--- src/rtl/master_output_reader_if.sv ---
// master_output_reader_if: drain request, output-memory read port and element stream
interface master_output_reader_if #(
    parameter int SYS_ARR_ROWS = 16,
    parameter int SYS_ARR_COLS = 16,
    parameter int ADDR_WIDTH = 8,
    parameter int DATA_WIDTH = 16
);
    localparam int RW = $clog2(SYS_ARR_ROWS);
    localparam int CW = $clog2(SYS_ARR_COLS);
    logic start;
    logic [ADDR_WIDTH-1:0] base_addr;
    logic [RW-1:0] num_rows_read;
    logic [CW-1:0] num_cols_read;
    logic done;
    logic [SYS_ARR_COLS-1:0] rd_en;
    logic [SYS_ARR_COLS*ADDR_WIDTH-1:0] rd_addr;
    logic [SYS_ARR_COLS*DATA_WIDTH-1:0] rd_data;
    logic out_valid;
    logic out_ready;
    logic [DATA_WIDTH-1:0] out_data;
    logic [RW-1:0] out_row;
    logic [CW-1:0] out_col;
    logic out_last;
    modport master (
        input start, base_addr, num_rows_read, num_cols_read, rd_data, out_ready,
        output done, rd_en, rd_addr, out_valid, out_data, out_row, out_col, out_last
    );
    modport slave (
        output start, base_addr, num_rows_read, num_cols_read, rd_data, out_ready,
        input done, rd_en, rd_addr, out_valid, out_data, out_row, out_col, out_last
    );
endinterface

--- src/rtl/master_output_reader.sv ---
// master_output_reader: drains a submatrix from banked output memory as a row-major element stream
module master_output_reader #(
    parameter int SYS_ARR_ROWS = 16,
    parameter int SYS_ARR_COLS = 16,
    parameter int ADDR_WIDTH = 8,
    parameter int DATA_WIDTH = 16
) (
    input logic clk,
    input logic reset,
    master_output_reader_if.master bus
);
    localparam int RW = $clog2(SYS_ARR_ROWS);
    localparam int CW = $clog2(SYS_ARR_COLS);
    typedef enum logic [1:0] {IDLE, RD, LATCH, EMIT} state_t;
    state_t state;
    logic [RW-1:0] row, num_rows;
    logic [CW-1:0] col, num_cols;
    logic [ADDR_WIDTH-1:0] base;
    logic [SYS_ARR_COLS*DATA_WIDTH-1:0] row_buf;
    logic emit, last;
    always_ff @(posedge clk) begin
        if (reset) begin
            state <= IDLE;
            row <= '0;
            col <= '0;
            base <= '0;
            num_rows <= '0;
            num_cols <= '0;
            row_buf <= '0;
        end else begin
            case (state)
                IDLE: if (bus.start) begin
                    base <= bus.base_addr;
                    num_rows <= bus.num_rows_read;
                    num_cols <= bus.num_cols_read;
                    row <= '0;
                    col <= '0;
                    state <= RD;
                end
                RD: state <= LATCH;
                LATCH: begin
                    row_buf <= bus.rd_data;
                    state <= EMIT;
                end
                EMIT: if (bus.out_ready) begin
                    if (col != num_cols) col <= col + 1'b1;
                    else if (row != num_rows) begin
                        row <= row + 1'b1;
                        col <= '0;
                        state <= RD;
                    end else state <= IDLE;
                end
                default: state <= IDLE;
            endcase
        end
    end
    assign emit = state == EMIT;
    assign last = emit && row == num_rows && col == num_cols;
    assign bus.done = state == IDLE;
    // enable banks 0..num_cols only
    assign bus.rd_en = state == RD ? {SYS_ARR_COLS{1'b1}} >> (CW'(SYS_ARR_COLS - 1) - num_cols) : '0;
    assign bus.rd_addr = {SYS_ARR_COLS{base + ADDR_WIDTH'(row)}};
    assign bus.out_valid = emit;
    assign bus.out_last = last;
    assign bus.out_data = row_buf[col*DATA_WIDTH +: DATA_WIDTH];
    assign bus.out_row = row;
    assign bus.out_col = col;
endmodule

--- src/flat_wrapper.sv ---
// flat-port wrapper written by rule: the top's interface ports become plain ports
module master_output_reader_flat 
#(
    parameter int SYS_ARR_ROWS = 16,
    parameter int SYS_ARR_COLS = 16,
    parameter int ADDR_WIDTH = 8,
    parameter int DATA_WIDTH = 16
)
  (clk, reset, bus_start, bus_base_addr, bus_num_rows_read, bus_num_cols_read, bus_rd_data, bus_out_ready, bus_done, bus_rd_en, bus_rd_addr, bus_out_valid, bus_out_data, bus_out_row, bus_out_col, bus_out_last);
  master_output_reader_if #(.SYS_ARR_ROWS(SYS_ARR_ROWS), .SYS_ARR_COLS(SYS_ARR_COLS), .ADDR_WIDTH(ADDR_WIDTH), .DATA_WIDTH(DATA_WIDTH)) bus_i ();
  input logic clk;
  input logic reset;
  input wire logic [$bits(bus_i.start)-1:0] bus_start;
  input wire logic [$bits(bus_i.base_addr)-1:0] bus_base_addr;
  input wire logic [$bits(bus_i.num_rows_read)-1:0] bus_num_rows_read;
  input wire logic [$bits(bus_i.num_cols_read)-1:0] bus_num_cols_read;
  input wire logic [$bits(bus_i.rd_data)-1:0] bus_rd_data;
  input wire logic [$bits(bus_i.out_ready)-1:0] bus_out_ready;
  output wire logic [$bits(bus_i.done)-1:0] bus_done;
  output wire logic [$bits(bus_i.rd_en)-1:0] bus_rd_en;
  output wire logic [$bits(bus_i.rd_addr)-1:0] bus_rd_addr;
  output wire logic [$bits(bus_i.out_valid)-1:0] bus_out_valid;
  output wire logic [$bits(bus_i.out_data)-1:0] bus_out_data;
  output wire logic [$bits(bus_i.out_row)-1:0] bus_out_row;
  output wire logic [$bits(bus_i.out_col)-1:0] bus_out_col;
  output wire logic [$bits(bus_i.out_last)-1:0] bus_out_last;
  assign bus_i.start = bus_start;
  assign bus_i.base_addr = bus_base_addr;
  assign bus_i.num_rows_read = bus_num_rows_read;
  assign bus_i.num_cols_read = bus_num_cols_read;
  assign bus_i.rd_data = bus_rd_data;
  assign bus_i.out_ready = bus_out_ready;
  assign bus_done = bus_i.done;
  assign bus_rd_en = bus_i.rd_en;
  assign bus_rd_addr = bus_i.rd_addr;
  assign bus_out_valid = bus_i.out_valid;
  assign bus_out_data = bus_i.out_data;
  assign bus_out_row = bus_i.out_row;
  assign bus_out_col = bus_i.out_col;
  assign bus_out_last = bus_i.out_last;
  master_output_reader #(.SYS_ARR_ROWS(SYS_ARR_ROWS), .SYS_ARR_COLS(SYS_ARR_COLS), .ADDR_WIDTH(ADDR_WIDTH), .DATA_WIDTH(DATA_WIDTH)) u_core (.clk(clk), .reset(reset), .bus(bus_i));
endmodule
--- config.mk ---
export PLATFORM = sky130hd
export DESIGN_NAME = master_output_reader_flat
export DESIGN_NICKNAME = d
export VERILOG_FILES = /design/src/rtl/master_output_reader_if.sv /design/src/rtl/master_output_reader.sv /design/src/flat_wrapper.sv
export SDC_FILE = /design/constraint.sdc
export NUM_CORES = 1
export LEC_CHECK = 0
export CAP_MARGIN = 20
export CORE_AREA = 2 2 280 144
export DETAILED_ROUTE_END_ITERATION = 16
export DIE_AREA = 0 0 282 146
export PLACE_DENSITY = 0.66
export SLEW_MARGIN = 20
export SYNTH_ARGS = -nofsm -noshare
export SYNTH_HDL_FRONTEND = slang
export SYNTH_SLANG_ARGS = --single-unit
--- constraint.sdc ---
create_clock -name clk -period 2.62 [get_ports clk]
set_input_delay 0.524 -clock clk [delete_from_list [all_inputs] [get_ports clk]]
set_output_delay 0.524 -clock clk [all_outputs]
set_load 0.03 [all_outputs]
==> impl_metrics.json, run 1 <==
{
  "status": "complete, but fails checks",
  "violations": "setup timing",
  "min_period_ps": 3100,
  "final.period_utilization_pct": 118,
  "avgSynthCellArea_um2": 10.8,
  "muxShareOfSynthArea_pct": 33.6,
  "cts.sinks": 282,
  "rsz0062_at_grt": "yes",
  "worstPathArrival_ps": 2580,
  "drtAntennaViolNets": 0,
  "crit_type": "flip-flop to output pin",
  "cts_buffers": 28,
  "antenna_found_initial": 14,
  "core_region_area_um2": 38500,
  "synth_cells": 1242,
  "fillers": 3331,
  "insertion_delay_ps": 560,
  "synthAdderAreaFrac_pct": 1.08,
  "crit_buf_inv": 4,
  "cts.clk_slew.worst_paths_ps": 60,
  "ios": 447,
  "io_buffer_count": 446,
  "async_flop_share_pct": 0,
  "synth-seq-cells": 282,
  "regArea_um2": 5670,
  "grt_use_total_pct": 22.6,
  "grt_pass1_vias": 10500,
  "synth-simple-area-share_pct": 9.86,
  "swShare_pct": 33.7,
  "setup_viol": 104,
  "initial_core_util_pct": 34.8,
  "wl_um": 48400,
  "crit_path_max_fanout": 6,
  "maxCapViolCount": 0,
  "fp.dieArea_um2": 41200,
  "rows": 51,
  "cts_buffer_depth": 3,
  "multiInputGateArea_um2": 6600,
  "cp-end-kind": "output pin",
  "p_leak_nw": 7.46,
  "critPathRequiredTime_ps": 2100,
  "ys.flop_type": "dfxtp_1",
  "drc": 0,
  "synth_xor_area_share_pct": 0.916,
  "final_cells": 2155,
  "place_hpwl_um": 35500,
  "netlist_area_um2": 13400,
  "grt_overflow": 0,
  "power.share.combinational_pct": 37.4,
  "intPower_mw": 10.8,
  "seq_area_frac_synth_pct": 42.2,
  "synth_common_cells": "282 x dfxtp_1, 268 x nor2_1, 258 x mux2i_1",
  "areaGrowthSynthToFinish_pct": 48.1,
  "path_cells": "buf_8, buf_12, buf_12, mux4_2, mux4_2, buf_6",
  "grt_max_degree": 135,
  "crit_family": "multiplexers",
  "fmax_mhz": 323,
  "p_per_area_nw_per_um2": 818,
  "seqPwrFrac_pct": 34.2,
  "tightest_slew_ps": 785,
  "maxSlewViolCount": 0,
  "slowest_delay_ps": 560,
  "num_vias": 10600,
  "ys_top_cells_by_area": "dfxtp_1 42%, mux2i_1 19%, mux4_2 9.6%",
  "totalPowerFinal_mw": 16.2,
  "viasPerCell": 4.90,
  "hold_path.class": "input pin to flip-flop",
  "pre_cts_ws_ps": -301,
  "drt-initial-drc-count": 869,
  "routedWlPerCell_um": 22.4,
  "yosysMostFrequentCell": "dfxtp_1",
  "firstDrtPassIters": 5,
  "relSlewSlack_pct": 47.7,
  "gp_congestion": 0.825,
  "ir_drop_v": 0.000423,
  "synth_cell_types": 47,
  "yosysTopAreaCellShare_pct": 42.2,
  "cp_slowest_cell": "mux4_2",
  "die_height_um": 146,
  "htreeDepth": 1,
  "synth-compound-area-share_pct": 2.24,
  "fin_util_pct": 51.5,
  "dp.cells": 2056,
  "hold_viol_final": 0,
  "yosysWarnings": 0,
  "cts-root-buf": "clkbuf_16",
  "start_kind": "flip-flop",
  "die_w_um": 282,
  "pwr-share-clk_pct": 28.4,
  "synth_edf_count": 0,
  "p_sw_mw": 5.46,
  "cts_tree": "yes",
  "fin_skew_ps": 10.6,
  "worst_slack_ps": -480,
  "syn-num-nets": 1529,
  "drive_gt1_share_pct": 23.7,
  "synth_top_family_by_area": "multiplexers",
  "grt_first_pass_wirelength_um": 69800,
  "fin_nets": 1885,
  "yosys.area.top_type": "dfxtp_1"
}
==> timing repair <==
| action | 4_1_cts | 5_1_grt |
|---|---|---|
| hold buffers | 0 | 0 |
| pin swaps | 10 | 6 |
| hold endpoints to repair | 0 | 0 |
| setup buffers | 28 | 9 |
| resized for setup | 334 | 75 |
| cloned | 7 | 2 |
| endpoints found under the setup margin | 148 | 136 |
==> power by group through the flow <==
stage | combinational (mW) | clock [mW] | sequential [mW]
final | 6.06 | 4.61 | 5.54
after global routing | 6.44 | 4.88 | 5.60
after CTS | 5.98 | 4.69 | 5.51
after detailed placement | 5.54 | 0 | 5.58
after global placement | 5.45 | 0 | 5.60
after floorplan | 4.16 | 0 | 5.34
==> routing by layer <==
| metal | wire length [µm] | up-vias | global-route usage, % | part of all wire [%] |
|---|---|---|---|---|
| li1 | - | 4917 | - | - |
| met1 | 22400 | 5234 | 32.6 | 46 |
| met2 | 21800 | 332 | 34.4 | 45 |
| met3 | 3010 | 64 | 4.99 | 6.2 |
| met4 | 1070 | 4 | 5.29 | 2.2 |
| met5 | 30 | - | 0 | 0.062 |
==> placed cells by master (no fill, tap or decap), drive strengths merged, types with 6 or more instances in the layout <==
cell type      synthesis  layout
a21oi                 22      22
clkbuf                40      39
nand2                 41      41
clkdlybuf4s50          0     297
mux4                  80      80
inv                    6       6
dfxtp                282     282
buf                  167     215
xor2                  10      10
bufinv                 0       6
mux2i                258     258
dlygate4sd2            0      15
clkinv                 0       9
ha                    10      10
nor2                 268     268
==> flip-flops by register name (all words and copies together) (netlist names) <==
| register | flops |
|---|---|
| u_core.base | 8 |
| u_core.bus.out_col | 4 |
| u_core.bus.out_row | 4 |
| u_core.num_cols | 4 |
| u_core.num_rows | 4 |
| u_core.row_buf | 256 |
| u_core.state | 2 |
==> worst register-to-register path: stages (launching register included) <==
cell	delay, ps
dfxtp_4	370
buf_12	150
buf_6	140
xor2_1	170
nor4_2	280
buf_4	170
buf_4	170
nor3b_1	430
nand4_1	150
o21ai_1	130
==> final timing paths <==
path                                             from                    end  slack, ps  depth (start not counted)
worst min register to register     u_core.num_rows[0]     u_core.num_rows[0]        470                          2
worst max register to register  u_core.bus.out_col[1]  u_core.bus.out_row[3]        410                          9
worst max-delay path            u_core.bus.out_col[0]        bus_out_data[0]       -480                          6
worst min-delay path                            reset    u_core.row_buf[197]        250                          2
==> cell type report <==
cell class | instances | area share, %
repair buffers | 532 | 29.2
multi-input cells | 748 | 33.3
well taps | 530 | 3.35
clock inverters | 17 | 1.25
clock buffers | 35 | 4.08
flip-flops and latches | 282 | 28.6
inverters | 6 | 0.114
diodes | 5 | 0.0631
==> cell families after synthesis <==
logic type	count (synthesis)
adder cells (fa/ha/maj)	11
AND/OR/NAND/NOR	334
flip-flops	282
XOR/XNOR	14
multiplexers	340
buffers and inverters	213
AO/OA/AOI/OAI	48
==> per-stage QoR <==
step | instance area [µm²] | setup TNS (ps) | hold slack (ps)
3_5_place_dp | 17500 | -2870 | 462
2_1_floorplan | 13500 | -1480 | 440
4_1_cts | 19700 | -28720 | 230
5_1_grt | 19800 | -36590 | 242
3_3_place_gp | 17500 | -2720 | 450
6_report | 19800 | -29800 | 251
Power figures use the tool's default switching activity.
==> run 2, diff against run 1 <==
- PLACE_DENSITY: 0.66 -> 0.71
- REMOVE_ABC_BUFFERS: unset -> 1
==> impl_metrics.json, run 2 (synthesized netlist as in run 1, its figures left out) <==
{
  "totalPowerFinal_mw": 15.3,
  "grt_overflow": 0,
  "insertion_delay_ps": 550,
  "relSlewSlack_pct": 39.2,
  "critPathRequiredTime_ps": 2100,
  "largest_register_ffs": 256,
  "grt_pass1_vias": 10300,
  "final_common_cell": "clkdlybuf4s50_1",
  "r2r_start": "u_core.bus.out_col[1]",
  "final.period_utilization_pct": 116,
  "final_cells": 2136,
  "drt-initial-drc-count": 731,
  "fin_nets": 1872,
  "min_from": "reset",
  "ir_drop_v": 0.000425,
  "fp.dieArea_um2": 41200,
  "cp-end-kind": "output pin",
  "cts.clk_slew.worst_paths_ps": 70,
  "r2r-end": "u_core.bus.out_row[3]",
  "min_path_cells": 2,
  "num_vias": 10300,
  "slowest_delay_ps": 550,
  "fmax_mhz": 329,
  "violations": "setup timing",
  "dp.cells": 2061,
  "cts_hold_buf": 0,
  "r2r_slack_ps": 130,
  "start_kind": "flip-flop",
  "die_height_um": 146,
  "hold_viol_final": 0,
  "drc": 0,
  "hold-path-endpoint": "u_core.row_buf[93]",
  "crit_path_max_fanout": 7,
  "cts.sinks": 282,
  "rsz0062_at_grt": "yes",
  "reg2reg_depth": 9,
  "firstDrtPassIters": 5,
  "antenna_found_initial": 6,
  "crit_buf_inv": 3,
  "crit_family": "multiplexers",
  "ios": 447,
  "io_buffer_count": 446,
  "crit_type": "flip-flop to output pin",
  "most-common-layout-cells": "297 x clkdlybuf4s50_1, 273 x dfxtp_1, 267 x nor2_1",
  "cpMostUsedCell": "mux4_2",
  "htreeDepth": 1,
  "path_cells": "buf_12, buf_16, mux4_2, mux4_2, buf_6",
  "die_w_um": 282,
  "pre_cts_ws_ps": -154,
  "core_region_area_um2": 38500,
  "largestRegisters": "u_core.row_buf x256, u_core.base x8",
  "tightest_slew_ps": 913,
  "worst_slack_ps": -423,
  "p_leak_nw": 7.24,
  "grt_use_total_pct": 19.7,
  "maxCapViolCount": 0,
  "initial_core_util_pct": 34.8,
  "rows": 51,
  "p_per_area_nw_per_um2": 792,
  "cp_slowest_cell": "mux4_2",
  "worstPathArrival_ps": 2520,
  "min_period_ps": 3040,
  "routedWlPerCell_um": 19.8,
  "drive_gt1_share_pct": 22.4,
  "viasPerCell": 4.82,
  "cts_buffer_depth": 3,
  "cts_tree": "yes",
  "maxSlewViolCount": 0,
  "grt_first_pass_wirelength_um": 63100,
  "cts-root-buf": "clkbuf_16",
  "wl_um": 42300,
  "grt_max_degree": 153,
  "drtAntennaViolNets": 0,
  "hold_path.class": "input pin to flip-flop",
  "fin_skew_ps": 13.9,
  "cts_buffers": 26,
  "status": "complete, but fails checks",
  "setup_viol": 113,
  "gp_congestion": 0.873,
  "regMostFlops": "u_core.row_buf",
  "areaGrowthSynthToFinish_pct": 44.3,
  "place_hpwl_um": 29200
}
[run 2: cell types whose count changed in the layout (fill, tap and decap cells not counted), moves of 5 or more]
cell and change:
buf_8 -20, buf_4 +13, buf_2 -11, buf_6 +9, clkbuf_1 +7, buf_12 -6, clkbuf_16 -5
[run 2: metrics by stage]
step / hold slack [ps] / instance area, µm² / utilization [%] / TNS (ps)
2_1_floorplan: 434 / 12000 / - / -2494600
3_3_place_gp: 447 / 17400 / 45.3 / -574
3_5_place_dp: 453 / 17400 / 45.3 / -777
4_1_cts: 280 / 19100 / 49.7 / -28300
5_1_grt: 304 / 19300 / 50.2 / -35750
6_report: 322 / 19300 / 50.2 / -27130
[run 2: final cells by class]
type	instances	area [µm²]
fill	3363	19200
antenna	4	10.0
multi-input combinational	747	6480
clock inverter	6	83.8
inverter	6	22.5
sequential	282	5670
tap	530	663
timing repair buffer	522	5620
clock buffer	39	761
[run 2: worst max path at each step]
stage                          startpoint                end  cells past startpoint
global placement    u_core.bus.out_col[0]    bus_out_data[0]                      4
CTS                 u_core.bus.out_col[0]   bus_out_data[13]                      5
floorplan                 u_core.state[0]  u_core.row_buf[0]                      4
finish              u_core.bus.out_col[0]   bus_out_data[13]                      5
detailed placement  u_core.bus.out_col[0]    bus_out_data[0]                      4
global route        u_core.bus.out_col[0]   bus_out_data[13]                      5
[run 2: power breakdown]
part,switching [mW],internal (mW)
clock network,1.69,2.20
registers,0.465,5.01
logic,3.00,2.93
[run 2: repair_timing]
action                                 4_1_cts  5_1_grt
gates cloned                                 9        1
endpoints found under the hold margin        0        0
pin swaps                                    7       10
gates resized for setup                    258       58
setup endpoints to repair                  165      122
setup buffers                               15        7
[run 2: layer usage]
| layer | GRT usage [%] | vias up | routed length, µm |
|---|---|---|---|
| met5 | 0 | - | 40 |
| met4 | 2.95 | 6 | 505 |
| met3 | 5.68 | 54 | 3390 |
| met2 | 31.5 | 347 | 19500 |
| met1 | 26.9 | 5014 | 18800 |
| li1 | - | 4883 | - |
==> run 3, diff against run 2 <==
- CORE_AREA: 2 2 280 144 -> 2 2 151 264
- DIE_AREA: 0 0 282 146 -> 0 0 153 266
==> impl_metrics.json, run 3 (synthesized netlist as in run 1, its figures left out) <==
{
  "drtAntennaViolNets": 0,
  "grt_max_degree": 181,
  "fin_nets": 1877,
  "critPathRequiredTime_ps": 2100,
  "wl_um": 41400,
  "die_w_um": 153,
  "rsz0062_at_grt": "yes",
  "place_hpwl_um": 29300,
  "maxCapViolCount": 0,
  "violations": "setup timing",
  "regMostFlops": "u_core.row_buf",
  "crit_path_max_fanout": 8,
  "initial_core_util_pct": 34.5,
  "largest_register_ffs": 256,
  "num_vias": 10500,
  "placed_cell_area_um2": 17500,
  "swShare_pct": 32.8,
  "crit_type": "flip-flop to output pin",
  "cp-end-kind": "output pin",
  "power.share.combinational_pct": 38.0,
  "busiest_layer": "met2",
  "ir_drop_v": 0.000451,
  "min_period_ps": 3020,
  "antenna_found_initial": 16,
  "drt-initial-drc-count": 447,
  "hold_viol_final": 0,
  "dp.cells": 2025,
  "cts_tree": "yes",
  "drc": 0,
  "grt.met2_usage_pct": 37.5,
  "areaGrowthSynthToFinish_pct": 45.8,
  "grt_first_pass_wirelength_um": 61200,
  "grt_pass1_vias": 10700,
  "cts-root-buf": "clkbuf_16",
  "gp_congestion": 0.845,
  "status": "complete, but fails checks",
  "largestRegisters": "u_core.row_buf x256, u_core.base x8",
  "routedWlPerCell_um": 19.6,
  "viasPerCell": 4.96,
  "insertion_delay_ps": 540,
  "p_sw_mw": 5.12,
  "p_per_area_nw_per_um2": 800,
  "cts.clk_slew.worst_paths_ps": 60,
  "hold_path.class": "input pin to flip-flop",
  "final_common_cell": "clkdlybuf4s50_1",
  "seqPwrFrac_pct": 34.9,
  "rows": 96,
  "fp.dieArea_um2": 40700,
  "cts_buffer_depth": 3,
  "most-common-layout-cells": "300 x clkdlybuf4s50_1, 273 x dfxtp_1, 267 x nor2_1",
  "fin_area_um2": 19500,
  "pwr-share-clk_pct": 27.1,
  "grt_overflow": 0,
  "tightest_slew_ps": 921,
  "use_met1_pct": 18.9,
  "die_height_um": 266,
  "worstPathArrival_ps": 2490,
  "drive_gt1_share_pct": 22.9,
  "intPower_mw": 10.5,
  "final_cells": 2110,
  "ios": 447,
  "final.period_utilization_pct": 115,
  "fmax_mhz": 332,
  "p_leak_nw": 7.33,
  "cts.sinks": 282,
  "fin_skew_ps": 8.62,
  "use_met3_pct": 3.68,
  "core_region_area_um2": 38800,
  "cts_buffers": 27,
  "grt_use_total_pct": 19.2,
  "start_kind": "flip-flop",
  "worst_slack_ps": -395,
  "firstDrtPassIters": 5,
  "maxSlewViolCount": 0,
  "cts_hold_buf": 0,
  "relSlewSlack_pct": 38.6,
  "htreeDepth": 1,
  "io_buffer_count": 446,
  "setup_viol": 81
}
## run 3: cell count changes in the layout (fill, tap and decap cells not counted), sizes merged
cell and delta:
buf +6, bufbuf -1, bufinv +3, clkbuf -7, clkdlybuf4s15 -1, clkdlybuf4s50 +3
clkinv +2, clkinvlp +3, diode +7, dlymetal6s2s -1
## run 3: area by class of cell
| type | instances | area (µm²) |
|---|---|---|
| Fill cell | 3391 | 19300 |
| Multi-Input combinational cell | 747 | 6530 |
| Timing Repair Buffer | 526 | 5700 |
| Sequential cell | 282 | 5670 |
| Clock buffer | 34 | 742 |
| Tap cell | 490 | 613 |
| Clock inverter | 14 | 214 |
| Antenna cell | 11 | 27.5 |
| Inverter | 6 | 22.5 |
## run 3: power groups by stage
stage	sequential [mW]	combinational (mW)	clock, mW
6_report	5.45	5.94	4.23
5_1_grt	5.51	6.34	4.50
4_1_cts	5.43	5.85	4.34
3_5_place_dp	5.49	5.48	0
3_3_place_gp	5.46	5.37	0
2_1_floorplan	4.95	2.94	0
## run 3: final timing paths
kind / to / slack [ps] / from / cells past startpoint
max: bus_rd_addr[70] / -400 / u_core.bus.out_row[0] / 8
max reg2reg: u_core.bus.out_row[2] / 360 / u_core.bus.out_col[0] / 10
min reg2reg: u_core.num_rows[1] / 470 / u_core.num_rows[1] / 2
min: u_core.bus.out_col[2] / 370 / reset / 4
## run 3: metrics by stage
| step | setup TNS, ps | total power, mW | setup WS, ps | hold WS, ps | utilization (%) |
|---|---|---|---|---|---|
| after detailed placement | -706 | 11.0 | -135 | 453 | 45.0 |
| after floorplan | -2494600 | 7.89 | -7000 | 434 | - |
| after global placement | -735 | 10.8 | -144 | 451 | 45.0 |
| after CTS | -27960 | 15.6 | -470 | 348 | 49.8 |
| final | -25150 | 15.6 | -395 | 370 | 50.3 |
| after global routing | -33520 | 16.4 | -464 | 380 | 50.3 |
## run 3: layer usage
metal / vias to the layer above / part of all wire (%)
met4: 10 / 5.4
met1: 5036 / 34
li1: 4898 / -
met5: - / 0.16
met3: 104 / 5.8
met2: 426 / 55
## run 3: what timing repair did
item | in CTS | in global routing
setup buffers | 17 | 5
cloned | 9 | 1
resized for setup | 237 | 77
hold endpoints to repair | 0 | 0
endpoints found under the setup margin | 147 | 121
pin swaps | 11 | 8
## run 3: worst max-delay path: stages, from the launching register on
cell	delay (ps)
dfxtp_2	330
ha_4	160
fa_2	370
a21o_1	200
a21oi_4	180
nor2_4	60
xor2_4	290
buf_8	200
buf_6	140
